==> src/rtl/mtm_alu_serial_rx.sv <==
// Serial command receiver for the ALU input path: deframes 11-bit sin frames, assembles
// the B/A operands, checks CRC-4, frame count and opcode, and offers one result per command.
module mtm_alu_serial_rx #(
  parameter int DATA_W      = 32,
  parameter int TIMEOUT_CYC = 0
) (
  input  logic              clk,
  input  logic              rst_n,
  input  logic              sin,
  output logic              res_valid,
  input  logic              res_ready,
  output logic [DATA_W-1:0] res_a,
  output logic [DATA_W-1:0] res_b,
  output logic [2:0]        res_op,
  output logic [2:0]        res_err,
  output logic              overrun,
  output logic [1:0]        dbg_state
);

  localparam int NB     = DATA_W / 8;
  localparam int CNT_W  = $clog2(2 * NB + 2);
  localparam int IDLE_W = $clog2(TIMEOUT_CYC + 2);
  localparam logic [CNT_W-1:0]  CNT_FULL   = CNT_W'(2 * NB);
  localparam logic [CNT_W-1:0]  CNT_SAT    = CNT_W'(2 * NB + 1);
  localparam logic [IDLE_W-1:0] IDLE_LAST  = IDLE_W'((TIMEOUT_CYC > 0) ? TIMEOUT_CYC - 1 : 0);
  localparam bit                TIMEOUT_EN = (TIMEOUT_CYC > 0);

  typedef enum logic [1:0] {
    S_IDLE = 2'd0,
    S_TYPE = 2'd1,
    S_DATA = 2'd2,
    S_STOP = 2'd3
  } state_t;

  state_t              state;
  logic                is_ctl;
  logic [2:0]          bit_cnt;
  logic [7:0]          byte_sr;
  logic [2*DATA_W-1:0] opnd_sr;
  logic [CNT_W-1:0]    data_cnt;
  logic [3:0]          crc;
  logic                bad_stop;
  logic [IDLE_W-1:0]   idle_cnt;

  logic [2:0]          ctl_op;
  logic [3:0]          ctl_crc;
  logic [3:0]          crc_final;
  logic                ctl_done;
  logic                timeout_hit;
  logic                load_evt;
  logic                err_data;
  logic                err_crc;
  logic                err_op;
  logic [2:0]          new_err;
  logic [2:0]          new_op;
  logic [DATA_W-1:0]   new_a;
  logic [DATA_W-1:0]   new_b;

  function automatic logic [3:0] crc_bit(input logic [3:0] c, input logic d);
    logic fb;
    fb = c[3] ^ d;
    return {c[2:0], 1'b0} ^ {2'b00, fb, fb};
  endfunction

  function automatic logic [3:0] crc_byte(input logic [3:0] c, input logic [7:0] b);
    logic [3:0] r;
    r = c;
    for (int i = 7; i >= 0; i--) r = crc_bit(r, b[i]);
    return r;
  endfunction

  assign dbg_state = state;
  assign ctl_op    = byte_sr[6:4];
  assign ctl_crc   = byte_sr[3:0];

  // The command CRC closes with a constant 1 followed by the opcode bits.
  assign crc_final = crc_bit(crc_bit(crc_bit(crc_bit(crc, 1'b1), ctl_op[2]), ctl_op[1]),
                             ctl_op[0]);

  assign ctl_done    = (state == S_STOP) && is_ctl;
  assign timeout_hit = TIMEOUT_EN && (state == S_IDLE) && sin && (data_cnt != '0) &&
                       (idle_cnt == IDLE_LAST);
  assign load_evt    = ctl_done || timeout_hit;

  // In the CTL stop cycle sin is the stop bit itself.
  assign err_data = timeout_hit || (data_cnt != CNT_FULL) || bad_stop || !sin;
  assign err_crc  = (crc_final != ctl_crc);
  assign err_op   = !(ctl_op inside {3'b000, 3'b001, 3'b100, 3'b101});

  always_comb begin
    new_err = 3'b000;
    new_op  = ctl_op;
    new_a   = opnd_sr[DATA_W-1:0];
    new_b   = opnd_sr[2*DATA_W-1:DATA_W];
    if (err_data) begin
      new_err = 3'b100;
      new_op  = 3'b000;
      new_a   = '0;
      new_b   = '0;
    end else if (err_crc) begin
      new_err = 3'b010;
    end else if (err_op) begin
      new_err = 3'b001;
    end
  end

  // Deframer and command accumulator.
  always_ff @(posedge clk or negedge rst_n) begin
    if (!rst_n) begin
      state    <= S_IDLE;
      is_ctl   <= 1'b0;
      bit_cnt  <= 3'd0;
      byte_sr  <= 8'd0;
      opnd_sr  <= '0;
      data_cnt <= '0;
      crc      <= 4'd0;
      bad_stop <= 1'b0;
      idle_cnt <= '0;
    end else begin
      case (state)
        S_IDLE: begin
          if (!sin) begin
            state    <= S_TYPE;
            idle_cnt <= '0;
          end else if (timeout_hit) begin
            data_cnt <= '0;
            crc      <= 4'd0;
            bad_stop <= 1'b0;
            idle_cnt <= '0;
          end else if (TIMEOUT_EN && (data_cnt != '0)) begin
            idle_cnt <= idle_cnt + 1'b1;
          end else begin
            idle_cnt <= '0;
          end
        end
        S_TYPE: begin
          is_ctl  <= sin;
          bit_cnt <= 3'd7;
          state   <= S_DATA;
        end
        S_DATA: begin
          byte_sr <= {byte_sr[6:0], sin};
          bit_cnt <= bit_cnt - 3'd1;
          if (bit_cnt == 3'd0) state <= S_STOP;
        end
        S_STOP: begin
          state <= S_IDLE;
          if (is_ctl) begin
            data_cnt <= '0;
            crc      <= 4'd0;
            bad_stop <= 1'b0;
          end else begin
            opnd_sr <= {opnd_sr[2*DATA_W-9:0], byte_sr};
            crc     <= crc_byte(crc, byte_sr);
            if (data_cnt != CNT_SAT) data_cnt <= data_cnt + 1'b1;
            if (!sin) bad_stop <= 1'b1;
          end
        end
        default: state <= S_IDLE;
      endcase
    end
  end

  // Result port: valid/ready handshake. A transfer happens in a cycle where res_valid and
  // res_ready are both high; fields hold while valid is waiting, and a result that arrives
  // while the held one is still unaccepted is dropped and flagged on overrun.
  always_ff @(posedge clk or negedge rst_n) begin
    if (!rst_n) begin
      res_valid <= 1'b0;
      res_a     <= '0;
      res_b     <= '0;
      res_op    <= 3'd0;
      res_err   <= 3'd0;
      overrun   <= 1'b0;
    end else begin
      overrun <= 1'b0;
      if (load_evt) begin
        if (res_valid && !res_ready) begin
          overrun <= 1'b1;
        end else begin
          res_valid <= 1'b1;
          res_a     <= new_a;
          res_b     <= new_b;
          res_op    <= new_op;
          res_err   <= new_err;
        end
      end else if (res_valid && res_ready) begin
        res_valid <= 1'b0;
      end
    end
  end

endmodule

==> config.mk <==
export PLATFORM = sky130hd
export DESIGN_NAME = mtm_alu_serial_rx
export DESIGN_NICKNAME = d
export VERILOG_FILES = /design/src/rtl/mtm_alu_serial_rx.sv
export SDC_FILE = /design/constraint.sdc
export NUM_CORES = 1
export LEC_CHECK = 0
export CAP_MARGIN = 20
export CORE_UTILIZATION = 50
export DETAILED_ROUTE_END_ITERATION = 10
export GPL_ROUTABILITY_DRIVEN = 0
export PLACE_DENSITY = 0.7
export RECOVER_POWER = 25
export SKIP_CTS_REPAIR_TIMING = 1
export SLEW_MARGIN = 20
export SYNTH_ARGS = -nofsm -noshare
export SYNTH_HDL_FRONTEND = slang
export SYNTH_SLANG_ARGS = --single-unit
==> constraint.sdc <==
create_clock -name clk -period 2.3 [get_ports clk]
set_input_delay 0.69 -clock clk [delete_from_list [all_inputs] [get_ports clk]]
set_output_delay 0.69 -clock clk [all_outputs]
set_load 0.1 [all_outputs]
==> impl_metrics.ini <==
[outcome]
status = completed

[power]
leakagePower_nw = 4.10
p_per_area_nw_per_um2 = 1300
max-vdd-ir-drop_v = 0.000726

[yosys]
syn-cell-area_um2 = 6220
syn_inst = 549
syn_avg_cell_area_um2 = 11.3
ys_ff_latch = 159
ys_seq_area_share_pct = 63.9
synth_cell_types = 35
synthesis.nets = 563
yosys_warnings = 0

[layout]
fillCellCount = 911
fin_nets = 642
finalInstanceArea_um2 = 7700
area_delta_synth_final_pct = 23.7
utilization_pct = 63.8
antenna_cells = 0
drive_above_1_share_pct = 22.2

[placement]
dpl.hpwl_um = 8210
post_dp_cell_area_um2 = 7100
portBuffers = 77

[grt]
grt_max_degree = 48
grt_pass1_wl_um = 21400
overflow = 0
grt_antenna_before_repair = 0
grt_pass1_vias = 4185
grt.total_usage_pct = 21.7

[floorplanning]
pin_count = 78
die_h_um = 114
initial_core_util_pct = 51.6
dieArea_um2 = 12900
die_w_um = 114
core_um2 = 12100
num_rows = 40

[clocking]
root_buffer = clkbuf_16
path_clk_slew_ns = 0.06
insertion_delay_ns = 0.43
htreeDepth = 4
clk_path_buf_depth = 2
numCtsBuffers = 17
cts_tree = built
cts.sinks = 159

[timing]
final.setup.tns_ns = 0
finalHoldViolations = 0
slew_violations = 0
fin_crit_sh_pct = 80.1
worst_slew_pin_slew_ns = 1.32
rsz0062_at_grt = false
finalSetupViolCount = 0
hold-worst-slack_ns = 0.473
fmax_mhz = 543
skew_ns = 0.0100
relSlewSlack_pct = 12.0
period_minus_slack_ns = 1.84

[drt]
ant_nets = 0
drc = 0
wirelength_um = 13000
vias_per_cell = 5.31
first_pass_iters = 4
drtIter0Drc = 257
wl_per_cell_um = 16.0
via_count = 4299

[job]
cap_violations = 0

[worst_hold_path]
hold_path_class = flop to flop

[critical_path]
end_kind = flop
path_class = primary input to flop
startpoint_type = primary input
worstPathRequired_ns = 2.66
crit_path_max_fanout = 18
cp.arrival_ns = 2.20
final timing paths:
| path | start | to | slack (ns) | cells past startpoint |
|---|---|---|---|---|
| setup / recovery | res_ready | res_b[7]$_DFFE_PN0P_ | 0.46 | 6 |
| setup reg to reg | dbg_state[0]$_DFFE_PN0P_ | res_b[7]$_DFFE_PN0P_ | 0.50 | 5 |
| hold / removal | opnd_sr[62]$_DFFE_PN0P_ | opnd_sr[62]$_DFFE_PN0P_ | 0.47 | 2 |
| min in group asynchronous | rst_n | res_b[29]$_DFFE_PN0P_ | 0.56 | 1 |
| hold reg to reg | opnd_sr[62]$_DFFE_PN0P_ | opnd_sr[62]$_DFFE_PN0P_ | 0.47 | 2 |
| max in group asynchronous | rst_n | opnd_sr[50]$_DFFE_PN0P_ | 0.89 | 2 |
cells in the mapped netlist:
cell type | n | share of area [%]
nor2b_1 | 1 | 0.10
o21a_1 | 2 | 0.24
nand4_1 | 1 | 0.10
a211oi_1 | 2 | 0.24
o21ai_0 | 1 | 0.080
nand2_1 | 197 | 12
o22ai_2 | 1 | 0.20
clkbuf_1 | 16 | 0.97
nor3_2 | 1 | 0.16
xor3_1 | 3 | 1.1
dfrtp_1 | 159 | 64
buf_2 | 10 | 0.80
buf_1 | 7 | 0.42
ha_1 | 10 | 2.0
a31oi_1 | 2 | 0.20
nand2b_1 | 2 | 0.20
a32o_1 | 1 | 0.16
o211ai_1 | 1 | 0.12
xnor3_1 | 2 | 0.72
inv_1 | 17 | 1.0
and3_4 | 1 | 0.18
a22o_1 | 68 | 9.6
nand3_1 | 4 | 0.32
xnor2_1 | 6 | 0.84
a22oi_1 | 1 | 0.12
nor3b_1 | 1 | 0.12
o22ai_1 | 7 | 0.70
nand3b_1 | 1 | 0.12
xnor3_2 | 1 | 0.38
o211a_1 | 1 | 0.16
nor2_1 | 5 | 0.30
a21oi_1 | 5 | 0.40
xor2_1 | 1 | 0.14
mux2_2 | 10 | 1.8
nor3_1 | 1 | 0.080
cell families after synthesis:
kind of cell,Yosys count,share of synthesized area (%)
and+or+nand+nor,215,13.6
DFF,159,63.9
AOI/OAI and AO/OA,92,12.2
buffers and inverters,50,3.22
xor gates and xnor gates,13,3.24
muxes,10,1.81
adders and majority gates,10,2.01
per-stage QoR:
stage / power (mW) / instances / setup WS (ns)
global route: 10.5 / 809 / 0.357
global placement: 7.08 / 777 / 0.0541
detailed placement: 7.21 / 777 / 0.0138
floorplan: 6.37 / 549 / 0.274
finish: 10.0 / 809 / 0.458
CTS: 10.1 / 809 / 0.460
power breakdown:
part | switching [mW] | leakage (nW) | internal [mW]
clock network | 1.22 | 0.291 | 1.64
registers | 0.579 | 2.14 | 3.39
logic | 1.87 | 1.67 | 1.32
cell type report:
cell class                 instances  area (um^2)  area share, %
clock buffer                      17          425           5.53
clock inverter                    15          175           2.28
inverter                          17         63.8          0.829
multi-input combinational        340         2060           26.8
sequential                       159         3980           51.7
tap                              168          210           2.73
timing repair buffer              93          776           10.1
cell usage in the layout (no fill, tap or decap), types with 7 or more instances in the layout:
| cell | synthesis | routed |
|---|---|---|
| a22o_1 | 68 | 68 |
| inv_1 | 17 | 17 |
| dfrtp_1 | 159 | 157 |
| buf_4 | 0 | 84 |
| clkbuf_16 | 0 | 17 |
| mux2_2 | 10 | 10 |
| ha_1 | 10 | 10 |
| nand2_1 | 197 | 197 |
| o22ai_1 | 7 | 7 |
state kept, by name (all words and copies together) (netlist names):
signal and count:
bad_stop 1, bit_cnt 3, byte_sr 8, crc 4
data_cnt 4, dbg_state 2, is_ctl 1, opnd_sr 64
overrun 1, res_a 32, res_b 32, res_err 3
res_op 3, res_valid 1
layer usage:
layer	up-vias	global-route usage [%]	wire [um]
met5	-	0	0
met4	0	9.82	218
met3	20	4.62	449
met2	93	33.9	6320
met1	2178	29.4	5990
li1	2008	-	-
critical path, stage by stage:
cell and delay (ns):
clkdlybuf4s50_1 0.44, nand2b_1 0.15, nand3_2 0.16, nor3_4 0.29, buf_4 0.29, a22o_1 0.16
No activity file was read; power rests on OpenSTA's default activity.
